===== config.mk =====
export PLATFORM = sky130hd
export DESIGN_NAME = reg_xfer_sequencer
export DESIGN_NICKNAME = d
export VERILOG_FILES = /design/src/rtl/reg_xfer_pkg.sv /design/src/rtl/reg_xfer_sequencer_onehot_dec.sv /design/src/rtl/reg_xfer_sequencer.sv
export SDC_FILE = /design/constraint.sdc
export NUM_CORES = 1
export LEC_CHECK = 0
export ABC_AREA = 1
export ABC_CLOCK_PERIOD_IN_PS = 2920
export CAP_MARGIN = 20
export CORE_ASPECT_RATIO = 0.9
export CORE_UTILIZATION = 45
export CTS_CLUSTER_SIZE = 12
export DETAILED_ROUTE_END_ITERATION = 10
export DONT_BUFFER_PORTS = 1
export SYNTH_ARGS = -nofsm -noshare
export SYNTH_HDL_FRONTEND = slang
export SYNTH_SLANG_ARGS = --single-unit
export TNS_END_PERCENT = 30

===== constraint.sdc =====
create_clock -name Clk -period 2.92 [get_ports Clk]
set_input_delay 0.584 -clock Clk [delete_from_list [all_inputs] [get_ports Clk]]
set_output_delay 0.584 -clock Clk [all_outputs]
set_load 0.005 [all_outputs]

===== src/rtl/reg_xfer_pkg.sv =====
// ---------------------------------------------------------------------------
// reg_xfer_pkg
// Shared types for the register-transfer sequencer: FSM state encoding,
// bus-select encodings, the packed transfer request, and an index range
// helper. Indices are carried at MAX_IDX_W bits so the request type does not
// depend on the instantiating module's IDX_W (which must be <= MAX_IDX_W).
// ---------------------------------------------------------------------------
package reg_xfer_pkg;

  localparam int unsigned MAX_IDX_W = 16;

  typedef enum logic [1:0] {
    IDLE  = 2'd0,
    DRIVE = 2'd1,
    LATCH = 2'd2
  } state_e;

  localparam logic BUS_IN  = 1'b0;  // Store / Load strobes
  localparam logic BUS_IN2 = 1'b1;  // Store2 / Load2 strobes

  typedef struct packed {
    logic                 bus;
    logic [MAX_IDX_W-1:0] src;
    logic [MAX_IDX_W-1:0] dst;
  } xfer_req_t;

  // True when idx addresses one of the num_regs attached registers.
  function automatic logic idx_in_range(input logic [MAX_IDX_W-1:0] idx,
                                        input int unsigned num_regs);
    return ({16'd0, idx} < num_regs);
  endfunction

endpackage


===== src/rtl/reg_xfer_sequencer_onehot_dec.sv =====
// ---------------------------------------------------------------------------
// reg_xfer_onehot_dec
// Index to one-hot decoder with enable. An index outside 0..NUM_REGS-1
// produces all zeros, so unattached indices never strobe anything.
// Ports:
//   en     - decoder enable; 0 forces all-zero output
//   idx    - register index
//   onehot - one-hot select, bit i set when en && idx == i
// ---------------------------------------------------------------------------
module reg_xfer_onehot_dec #(
  parameter int unsigned NUM_REGS = 8,
  parameter int unsigned IDX_W    = 16
) (
  input  logic                en,
  input  logic [IDX_W-1:0]    idx,
  output logic [NUM_REGS-1:0] onehot
);

  // Compare the index against every attached register position.
  always_comb begin
    onehot = {NUM_REGS{1'b0}};
    for (int unsigned i = 0; i < NUM_REGS; i++) begin
      if (en && (idx == IDX_W'(i))) begin
        onehot[i] = 1'b1;
      end else begin
        onehot[i] = 1'b0;
      end
    end
  end

endmodule


===== src/rtl/reg_xfer_sequencer.sv =====
// ---------------------------------------------------------------------------
// reg_xfer_sequencer
// Sequences register-to-register transfers on a dual tristate bus: one DRIVE
// cycle (source Store strobe only, bus settles) then one LATCH cycle (Store
// held, destination Load strobe). A one-entry pending slot lets a new request
// be accepted during DRIVE so transfers run back to back, one per 2 cycles.
// All strobes are registered and derived from the next state, so at most one
// register drives each bus in any cycle.
// Optional build macro REG_XFER_CHECK_EN: adds output err and rejects
// requests with src==dst or an out-of-range index (no strobes, err pulse in
// place of done, not counted).
// Ports:
//   Clk, Reset          - clock, asynchronous active-low reset
//   req_valid/req_ready - request handshake (ready = pending slot empty)
//   req_src/req_dst     - source / destination register index
//   req_bus             - 0: IN bus (Store/Load), 1: IN2 bus (Store2/Load2)
//   Store/Store2        - one-hot drive enables
//   Load/Load2          - one-hot capture enables
//   busy                - engine in DRIVE or LATCH
//   done                - one-cycle pulse per completed transfer
//   err                 - (macro only) one-cycle pulse per rejected transfer
//   xfer_count          - completed transfers, wraps silently
// ---------------------------------------------------------------------------
module reg_xfer_sequencer
  import reg_xfer_pkg::*;
#(
  parameter int unsigned NUM_REGS = 8,
  parameter int unsigned IDX_W    = 3,
  parameter int unsigned CNT_W    = 16
) (
  input  logic                Clk,
  input  logic                Reset,
  input  logic                req_valid,
  output logic                req_ready,
  input  logic [IDX_W-1:0]    req_src,
  input  logic [IDX_W-1:0]    req_dst,
  input  logic                req_bus,
  output logic [NUM_REGS-1:0] Store,
  output logic [NUM_REGS-1:0] Store2,
  output logic [NUM_REGS-1:0] Load,
  output logic [NUM_REGS-1:0] Load2,
  output logic                busy,
  output logic                done,
`ifdef REG_XFER_CHECK_EN
  output logic                err,
`endif
  output logic [CNT_W-1:0]    xfer_count
);

  state_e                state_q, state_d;
  xfer_req_t             cur_q, cur_d;
  xfer_req_t             pend_q, pend_d;
  xfer_req_t             req_s;
  logic                  pend_vld_q, pend_vld_d;
  logic                  rej_q, rej_d;
  logic                  ready_q, ready_d;
  logic                  busy_q, busy_d;
  logic                  done_q, done_d;
  logic [CNT_W-1:0]      cnt_q, cnt_d;
  logic [NUM_REGS-1:0]   store_q, store_d, store2_q, store2_d;
  logic [NUM_REGS-1:0]   load_q, load_d, load2_q, load2_d;
  logic [NUM_REGS-1:0]   src_oh_s, dst_oh_s;
  logic                  accept_s, drive_en_s, latch_en_s;
`ifdef REG_XFER_CHECK_EN
  logic                  err_q, err_d;

  function automatic logic is_bad(input xfer_req_t r);
    return (r.src == r.dst) || !idx_in_range(r.src, NUM_REGS)
           || !idx_in_range(r.dst, NUM_REGS);
  endfunction
`endif

  assign accept_s = req_valid && ready_q;
  assign req_s    = '{bus: req_bus, src: MAX_IDX_W'(req_src), dst: MAX_IDX_W'(req_dst)};

  // Next-state and request routing: pending slot has priority over a new request.
  always_comb begin
    state_d    = state_q;
    cur_d      = cur_q;
    pend_d     = pend_q;
    pend_vld_d = pend_vld_q;
    case (state_q)
      IDLE, LATCH: begin
        if (pend_vld_q) begin
          state_d    = DRIVE;
          cur_d      = pend_q;
          pend_vld_d = 1'b0;
        end else if (accept_s) begin
          state_d = DRIVE;
          cur_d   = req_s;
        end else begin
          state_d = IDLE;
        end
      end
      DRIVE: begin
        state_d = LATCH;
        if (accept_s) begin
          pend_d     = req_s;
          pend_vld_d = 1'b1;
        end else begin
          pend_vld_d = pend_vld_q;
        end
      end
      default: begin
        state_d    = IDLE;
        pend_vld_d = 1'b0;
      end
    endcase
`ifdef REG_XFER_CHECK_EN
    rej_d = is_bad(cur_d);
`else
    rej_d = 1'b0;
`endif
  end

  // Strobe enables come from the next state so the outputs can be registered.
  assign drive_en_s = (state_d != IDLE) && !rej_d;
  assign latch_en_s = (state_d == LATCH) && !rej_d;

  reg_xfer_onehot_dec #(.NUM_REGS(NUM_REGS), .IDX_W(MAX_IDX_W)) u_src_dec (
    .en     (drive_en_s),
    .idx    (cur_d.src),
    .onehot (src_oh_s)
  );

  reg_xfer_onehot_dec #(.NUM_REGS(NUM_REGS), .IDX_W(MAX_IDX_W)) u_dst_dec (
    .en     (latch_en_s),
    .idx    (cur_d.dst),
    .onehot (dst_oh_s)
  );

  // Route decoded strobes to the selected bus and derive status outputs.
  always_comb begin
    store_d  = {NUM_REGS{1'b0}};
    store2_d = {NUM_REGS{1'b0}};
    load_d   = {NUM_REGS{1'b0}};
    load2_d  = {NUM_REGS{1'b0}};
    if (cur_d.bus == BUS_IN2) begin
      store2_d = src_oh_s;
      load2_d  = dst_oh_s;
    end else begin
      store_d = src_oh_s;
      load_d  = dst_oh_s;
    end
    ready_d = !pend_vld_d;
    busy_d  = (state_d != IDLE);
    // done lands in the cycle after LATCH, together with the count update.
    done_d  = (state_q == LATCH) && !rej_q;
`ifdef REG_XFER_CHECK_EN
    err_d   = (state_q == LATCH) && rej_q;
`endif
    if (done_d) begin
      cnt_d = cnt_q + CNT_W'(1'b1);
    end else begin
      cnt_d = cnt_q;
    end
  end

  // State and registered outputs; reset clears everything including in-flight work.
  always_ff @(posedge Clk or negedge Reset) begin
    if (!Reset) begin
      state_q    <= IDLE;
      cur_q      <= {$bits(xfer_req_t){1'b0}};
      pend_q     <= {$bits(xfer_req_t){1'b0}};
      pend_vld_q <= 1'b0;
      rej_q      <= 1'b0;
      ready_q    <= 1'b0;
      busy_q     <= 1'b0;
      done_q     <= 1'b0;
      cnt_q      <= {CNT_W{1'b0}};
      store_q    <= {NUM_REGS{1'b0}};
      store2_q   <= {NUM_REGS{1'b0}};
      load_q     <= {NUM_REGS{1'b0}};
      load2_q    <= {NUM_REGS{1'b0}};
`ifdef REG_XFER_CHECK_EN
      err_q      <= 1'b0;
`endif
    end else begin
      state_q    <= state_d;
      cur_q      <= cur_d;
      pend_q     <= pend_d;
      pend_vld_q <= pend_vld_d;
      rej_q      <= rej_d;
      ready_q    <= ready_d;
      busy_q     <= busy_d;
      done_q     <= done_d;
      cnt_q      <= cnt_d;
      store_q    <= store_d;
      store2_q   <= store2_d;
      load_q     <= load_d;
      load2_q    <= load2_d;
`ifdef REG_XFER_CHECK_EN
      err_q      <= err_d;
`endif
    end
  end

  assign req_ready  = ready_q;
  assign Store      = store_q;
  assign Store2     = store2_q;
  assign Load       = load_q;
  assign Load2      = load2_q;
  assign busy       = busy_q;
  assign done       = done_q;
  assign xfer_count = cnt_q;
`ifdef REG_XFER_CHECK_EN
  assign err        = err_q;
`endif

endmodule


==> reports/qor.tcl, run 1 <==
set qor(final-seq-area_um2) 2350
set qor(timing_worst_setup_path_type) {reg2reg}
set qor(core_rows) 31
set qor(postPlaceCellArea_um2) 3790
set qor(pin_count_of_the_biggest_net_entering_global_routing) 95
set qor(critical_path_peak_fanout) 28
set qor(area_share_of_fa_ha_maj_cells_after_synthesis_pct) 0.335
set qor(worst-r2r-cell-count) 9
set qor(overflow) 0
set qor(violated_checks) {DRC}
set qor(timing.final.setup_violations) 0
set qor(yosysTopAreaCellShare_pct) 63.0
set qor(clock_tree.root_cell) {sky130_fd_sc_hd__clkbuf_8}
set qor(commonest_cells_in_the_netlist) {sky130_fd_sc_hd__dfrtp_1 (94), sky130_fd_sc_hd__nand2_1 (83), sky130_fd_sc_hd__nor2_1 (78), sky130_fd_sc_hd__inv_1 (55), sky130_fd_sc_hd__o21ai_0 (22)}
set qor(multi_input_area_um2) 1080
set qor(finalWorstPathRequiredPeriod_ns) 1.96
set qor(grt_pass1_vias) 2383
set qor(cp.required_ns) 3.17
set qor(place_inst) 488
set qor(setup_total_negative_slack_ns) 0
set qor(synthMostInstantiatedCell) {sky130_fd_sc_hd__dfrtp_1}
set qor(n_fill_cell) 756
set qor(post-route-drc-count) 6
set qor(initial_antenna_violation_count) 0
set qor(coreArea_um2) 8030
set qor(timing_worst_slew_pin_value_ns) 0.440
set qor(dr.pass1.iters) 7
set qor(synth.ff_latch_count) 94
set qor(post_layout_nonfiller_instances) 505
set qor(post_drt_wl_per_cell_um) 12.7
set qor(synth_top_family_by_area) {simple AND/OR/NAND/NOR gates}
set qor(track_usage_pct) 17.3
set qor(synthesis.instances) 397
set qor(cts.hold.buffers_added) 1
set qor(power.density_cell_area_nw_per_um2) 866
set qor(maxCapViolations) 0
set qor(outcome) {finished with violations}
set qor(die_w_um) 98.0
set qor(edff_count_synth) 0
set qor(synth_cell_type_count) 28
set qor(finalWeightedCongestion) 0.744
set qor(fraction_of_registers_with_async_set_reset_pct) 100
set qor(clock-sinks) 94
set qor(timing.final.crit_share_pct) 67.2
set qor(final.hold.worst_slack_ns) 0.133
set qor(floorplan.initialDensity_pct) 46.5
set qor(power.ir.vdd_worst_mv) 0.256
set qor(timing.max_slew.rel_slack_pct) 70.6
set qor(io_buffers) 0
set qor(synth_top_cells_by_area) {sky130_fd_sc_hd__dfrtp_1 (63%), sky130_fd_sc_hd__nand2_1 (8.3%), sky130_fd_sc_hd__nor2_1 (7.8%)}
set qor(grt_pass1_wl_um) 11600
set qor(cts_setup_buffers) 0
set qor(areaGrowthSynthToFinish_pct) 7.34
set qor(post_synth_and_or_nand_nor_area_fraction_pct) 21.5
set qor(min_path_type) {in2async}
set qor(detailroute.via_count) 2330
set qor(post-synth-top-area-cell) {sky130_fd_sc_hd__dfrtp_1}
set qor(total_leakage_power_nw) 2.05
set qor(num-nets-final) 412
set qor(synthesis.area_um2) 3730
set qor(violation_count_after_the_first_detailed_route_iteration) 106
set qor(clk_transition_reported_paths_ns) 0.10
set qor(dominantRegCellSynth) {sky130_fd_sc_hd__dfrtp_1}
set qor(synth_compound_area_share_pct) 4.16
set qor(ys_seq_area_share_pct) 63.0
set qor(drt-vias-per-instance) 4.61
set qor(post_synthesis_mean_instance_area_um2) 9.40
set qor(rsz0062_at_grt) {no}
set qor(ant_diodes) 0
set qor(cts_buffer_depth) 2
set qor(cts-htree-levels) 3
set qor(clock_latency_ns) 0.36
set qor(synthXorXnorAreaFrac_pct) 2.58
set qor(synth_nets) 408
set qor(setup.worst_path.end_class) {flip-flop}
set qor(routed_wl_um) 6410
set qor(finalMaxSlewViolations) 0
set qor(startpoint_type) {flip-flop}
set qor(design_area_um2) 4010
set qor(dp.final_hpwl_um) 4320
set qor(inserted_clock_buffers) 9
set qor(worst_clock_skew_ns) 0.0111
set qor(fp.dieH_um) 88.4
set qor(fp.dieArea_um2) 8670
set qor(drtAntennaViolNets) 0
set qor(worst-endpoint-arrival_ns) 2.21
set qor(tritoncts) {yes}
set qor(io-pin-count) 61
set qor(layout-drive-gt1-share_pct) 7.88
set qor(max_freq_mhz) 510
set qor(yosys-mux-area-fraction_pct) 0.302
set qor(ys.warnings.count) 0
set qor(hold_viol_final) 0
set qor(cells_resized_by_post_cts_repair) 0
## layout by cell type, fill, tap and decap left out, types with 3 or more instances in the layout
cell type / n
sky130_fd_sc_hd__a21oi_1: 3
sky130_fd_sc_hd__inv_6: 3
sky130_fd_sc_hd__nor2_1: 78
sky130_fd_sc_hd__clkbuf_8: 9
sky130_fd_sc_hd__xor2_1: 9
sky130_fd_sc_hd__o21ai_0: 22
sky130_fd_sc_hd__nand2_1: 83
sky130_fd_sc_hd__dfrtp_1: 94
sky130_fd_sc_hd__nand3_1: 18
sky130_fd_sc_hd__nor3_1: 3
sky130_fd_sc_hd__inv_1: 55
sky130_fd_sc_hd__nor2_2: 3
## registers in the layout, summed over array words and instances, names as in the netlist, 2 cells and up
| register | flops |
|---|---|
| cur_q | 33 |
| xfer_count | 16 |
| Load2 | 8 |
| Load | 8 |
| Store2 | 8 |
| Store | 8 |
| pend_q | 7 |
| state_q | 2 |
## path summary, 6_finish.rpt
path,startpoint,slack (ns),to
max reg2reg,pend_vld_q,0.96,Load[5]
max,pend_vld_q,0.96,Load[5]
min in group Clk,req_dst[2],0.37,pend_q[2]
min,Reset,0.13,xfer_count[15]
max in group asynchronous,Reset,2.44,xfer_count[1]
min reg2reg,cur_q[7],0.47,cur_q[7]
## layer usage
layer | wire [µm] | vias up | global-route usage (%)
met4 | 51 | 0 | 6.20
met5 | 0 | - | 0
met2 | 2840 | 43 | 27.1
met1 | 3240 | 1079 | 23.2
met3 | 280 | 5 | 4.90
li1 | - | 1203 | -
## logic make-up after synthesis
logic type / Yosys count
AOI/OAI and AO/OA: 29
muxes: 1
xor gates and xnor gates: 11
DFF: 94
and+or+nand+nor: 193
adders and majority gates: 1
buffers and inverters: 68
## report_power, final
| group | switching (mW) | internal [mW] | total [mW] |
|---|---|---|---|
| clock | 0.484 | 0.329 | 0.812 |
| sequential | 0.163 | 1.54 | 1.70 |
| combinational | 0.694 | 0.263 | 0.957 |
| total | 1.34 | 2.13 | 3.47 |
## area by class of cell
class,count,area share [%]
Sequential cell,94,58.7
Multi-Input combinational cell,235,26.9
Inverter,59,5.78
Clock buffer,9,3.09
Tap cell,99,3.09
Clock inverter,7,1.59
Timing Repair Buffer,2,0.874
## worst max-delay path: stages, from the launching register on
cell                       delay, ns
sky130_fd_sc_hd__dfrtp_1        0.53
sky130_fd_sc_hd__inv_6          0.09
sky130_fd_sc_hd__nand2_4        0.10
sky130_fd_sc_hd__nand2_4        0.16
sky130_fd_sc_hd__inv_4          0.27
sky130_fd_sc_hd__o211ai_1       0.14
sky130_fd_sc_hd__o21a_1         0.12
sky130_fd_sc_hd__buf_4          0.19
sky130_fd_sc_hd__inv_4          0.17
sky130_fd_sc_hd__nor2_1         0.08
## per-stage QoR
| stage | setup slack, ns | power [mW] | util (%) |
|---|---|---|---|
| final | 0.958 | 3.47 | 49.9 |
| after global routing | 0.728 | 3.76 | 49.9 |
| after CTS | 0.927 | 3.52 | 49.9 |
| after detailed placement | 0.838 | 2.66 | 47.2 |
| after global placement | 0.864 | 2.65 | 47.2 |
| after floorplan | 1.30 | 2.51 | - |
Note: power is estimated with default switching activity, not from simulation.
==> run 2, diff against run 1 <==
--- a/config.mk
+++ b/config.mk
@@ -6,7 +6,7 @@
 export NUM_CORES = 1
 export LEC_CHECK = 0
 export ABC_AREA = 1
-export ABC_CLOCK_PERIOD_IN_PS = 2920
+export ABC_CLOCK_PERIOD_IN_PS = 1900
 export CAP_MARGIN = 20
 export CORE_ASPECT_RATIO = 0.9
 export CORE_UTILIZATION = 45
==> constraint.sdc (replaced) <==
create_clock -name Clk -period 1.9 [get_ports Clk]
set_input_delay 0.38 -clock Clk [delete_from_list [all_inputs] [get_ports Clk]]
set_output_delay 0.38 -clock Clk [all_outputs]
set_load 0.005 [all_outputs]
==> run 2 against run 1 <==
The run ends with DRC, hold timing left. Non-clock buffer count increased by 2. Final cell count increased by 0.40%. Hold slack got worse by 0.43 ns. Clock power increased by 50%. Register-to-register slack got worse by 0.71 ns. Combinational power increased by 55%. Clock skew increased by 0.0043 ns. Wire length increased by 1.4%.
==> reports/qor.tcl, run 2 (synthesized netlist as in run 1, its figures left out) <==
set qor(areaGrowthSynthToFinish_pct) 7.24 ;# about the same
set qor(coreArea_um2) 8030 ;# unchanged
set qor(max_freq_mhz) 606 ;# +19%
set qor(drt-vias-per-instance) 4.67 ;# +1.2%
set qor(cts_setup_buffers) 0 ;# unchanged
set qor(rsz0062_at_grt) {no}
set qor(fp.dieArea_um2) 8670 ;# unchanged
set qor(fp.dieH_um) 88.4 ;# unchanged
set qor(final.hold.worst_slack_ns) -0.294 ;# -0.427 ns
set qor(power.density_cell_area_nw_per_um2) 1330 ;# +54%
set qor(setup.reg_to_reg.worst_slack_ns) 0.25 ;# -0.71 ns
set qor(pin_count_of_the_biggest_net_entering_global_routing) 95 ;# unchanged
set qor(p_seq_share_pct) 49.1 ;# about the same
set qor(tritoncts) {yes}
set qor(layout-drive-gt1-share_pct) 8.33 ;# +0.45 points
set qor(timing_worst_slew_pin_value_ns) 0.263 ;# -0.177 ns
set qor(power.net_switching_mw) 2.03 ;# +51%
set qor(timing.critical_path.buf_inv) 1 ;# -3
set qor(ant_diodes) 0 ;# unchanged
set qor(initial_antenna_violation_count) 0 ;# unchanged
set qor(violation_count_after_the_first_detailed_route_iteration) 109 ;# +2.8%
set qor(pwr-share-comb_pct) 27.9 ;# +0.3 points
set qor(clock_latency_ns) 0.36 ;# about the same
set qor(wp_depth) 8 ;# -1
set qor(die_w_um) 98.0 ;# unchanged
set qor(setup.worst_path.end_class) {flip-flop}
set qor(share_of_power_burned_in_the_clock_network_pct) 23.0 ;# -0.4 points
set qor(max_flop_register) {cur_q}
set qor(multi_input_area_um2) 1090 ;# +0.81%
set qor(finalMaxSlewViolations) 0 ;# unchanged
set qor(startpoint_type) {flip-flop}
set qor(routed_wl_um) 6500 ;# +1.4%
set qor(post-route-drc-count) 6 ;# unchanged
set qor(critical_path_peak_fanout) 5 ;# -82%
set qor(cp.required_ns) 2.15 ;# -1.02 ns
set qor(num-nets-final) 414 ;# +0.49%
set qor(layout_commonest_cell) {sky130_fd_sc_hd__dfrtp_1}
set qor(worst-r2r-cell-count) 8 ;# -1
set qor(grt_pass1_vias) 2333 ;# -2.1%
set qor(dp.final_hpwl_um) 4380 ;# +1.3%
set qor(io_buffers) 0 ;# unchanged
set qor(worst-endpoint-arrival_ns) 1.90 ;# -0.31 ns
set qor(rr_startpoint) {state_q[0]}
set qor(clock-sinks) 94 ;# unchanged
set qor(largest_register_ff_count) 33 ;# unchanged
set qor(outcome) {finished with violations}
set qor(clock_tree.root_cell) {sky130_fd_sc_hd__clkbuf_8}
set qor(critPathMaxStageDelay_ns) 0.46 ;# -0.07 ns
set qor(cts_buffer_depth) 2 ;# unchanged
set qor(clk_transition_reported_paths_ns) 0.09 ;# about the same
set qor(timing_worst_setup_path_type) {reg2reg}
set qor(post_drt_wl_per_cell_um) 12.8 ;# +0.96%
set qor(floorplan.initialDensity_pct) 46.5 ;# unchanged
set qor(finalWeightedCongestion) 0.773 ;# +3.9%
set qor(grt_pass1_wl_um) 11400 ;# -2.0%
set qor(track_usage_pct) 17.1 ;# -0.21 points
set qor(hold_viol_final) 94 ;# +94
set qor(power_switching_share_pct) 38.2 ;# -0.50 points
set qor(violated_checks) {DRC, hold timing}
set qor(final-seq-area_um2) 2350 ;# about the same
set qor(detailroute.via_count) 2367 ;# +1.6%
set qor(maxCapViolations) 0 ;# unchanged
set qor(setup_total_negative_slack_ns) 0 ;# unchanged
set qor(timing.final.crit_share_pct) 86.8 ;# +20 points
set qor(min_path_type) {in2async}
set qor(n_fill_cell) 749 ;# -0.93%
set qor(power.ir.vdd_worst_mv) 0.445 ;# +74%
set qor(dr.pass1.iters) 7 ;# unchanged
set qor(crit-reg2reg-capture) {xfer_count[15]}
set qor(finalWorstPathRequiredPeriod_ns) 1.65 ;# -0.313 ns
set qor(worst_path_dominant_cell_family) {simple AND/OR/NAND/NOR gates}
set qor(io-pin-count) 61 ;# unchanged
set qor(overflow) 0 ;# unchanged
set qor(total_leakage_power_nw) 2.05 ;# -0.11%
set qor(core_rows) 31 ;# unchanged
set qor(cpMaxStageDelayCell) {sky130_fd_sc_hd__dfrtp_1}
set qor(worst_clock_skew_ns) 0.0155 ;# +0.00434 ns
set qor(cts-htree-levels) 3 ;# unchanged
set qor(cp_common_cell) {sky130_fd_sc_hd__nand2_1}
set qor(timing.max_slew.rel_slack_pct) 82.4 ;# +12 points
set qor(critical_path.cell_chain) {inv_2 -> nand2_2 -> nor3_2 -> nand2_1 -> nor2_2 -> nand2_1 -> o21ai_0 -> nand2_1}
set qor(timing.final.setup_violations) 0 ;# unchanged
set qor(power_report.internal_total_mw) 3.29 ;# +55%
set qor(drtAntennaViolNets) 0 ;# unchanged
set qor(mostFrequentLayoutCells) {sky130_fd_sc_hd__dfrtp_1 (93), sky130_fd_sc_hd__nand2_1 (83), sky130_fd_sc_hd__nor2_1 (78), sky130_fd_sc_hd__inv_1 (55), sky130_fd_sc_hd__o21ai_0 (22)}
set qor(design_area_um2) 4000 ;# about the same
set qor(postPlaceCellArea_um2) 3810 ;# +0.59%
set qor(inserted_clock_buffers) 9 ;# unchanged
set qor(finalCoreUtilization_pct) 49.9 ;# about the same
## run 2: area by class of cell
cell class                 count  share of cell area [%]
tap                           99                    3.09
clock buffer                  10                    3.19
timing repair buffer           4                   0.750
sequential                    94                    58.8
multi-input combinational    235                    27.1
clock inverter                 6                    1.28
inverter                      59                    5.78
## run 2: power by group through the flow
stage	Clock (mW)	Sequential, mW	Combinational, mW
after floorplan	0	2.57	1.29
after global placement	0	2.65	1.45
after detailed placement	0	2.65	1.48
after CTS	1.27	2.62	1.49
final	1.22	2.62	1.48
after global routing	1.36	2.66	1.73
## run 2: how the worst max path moves through the flow
stage | slack [ns] | from | to
after floorplan | 0.45 | pend_vld_q | Load2[4]
after global placement | 0.26 | pend_vld_q | Load2[2]
after detailed placement | 0.19 | pend_vld_q | Store2[0]
after CTS | 0.19 | pend_vld_q | Load2[7]
after global routing | 0.03 | req_ready | Load[5]
final | 0.25 | state_q[0] | xfer_count[15]
## run 2: what timing repair did
item / 4_1_cts / 5_1_grt
resized for setup: 0 / 2
hold endpoints to repair: 94 / 94
setup endpoints to repair: 0 / 9
## run 2: per-stage QoR
stage,cells,total power [mW],setup slack (ns)
after floorplan,397,3.86,0.445
after global placement,491,4.10,0.256
after detailed placement,491,4.14,0.187
after CTS,507,5.38,0.187
after global routing,507,5.75,0.0309
final,507,5.32,0.251
## run 2: metal layers
layer	vias to the layer above	global-route usage (%)	routed length, µm
met5	-	0	0
met4	0	7.44	107
met3	10	4.19	267
met2	48	25.5	2750
met1	1099	23.9	3380
li1	1210	-	-
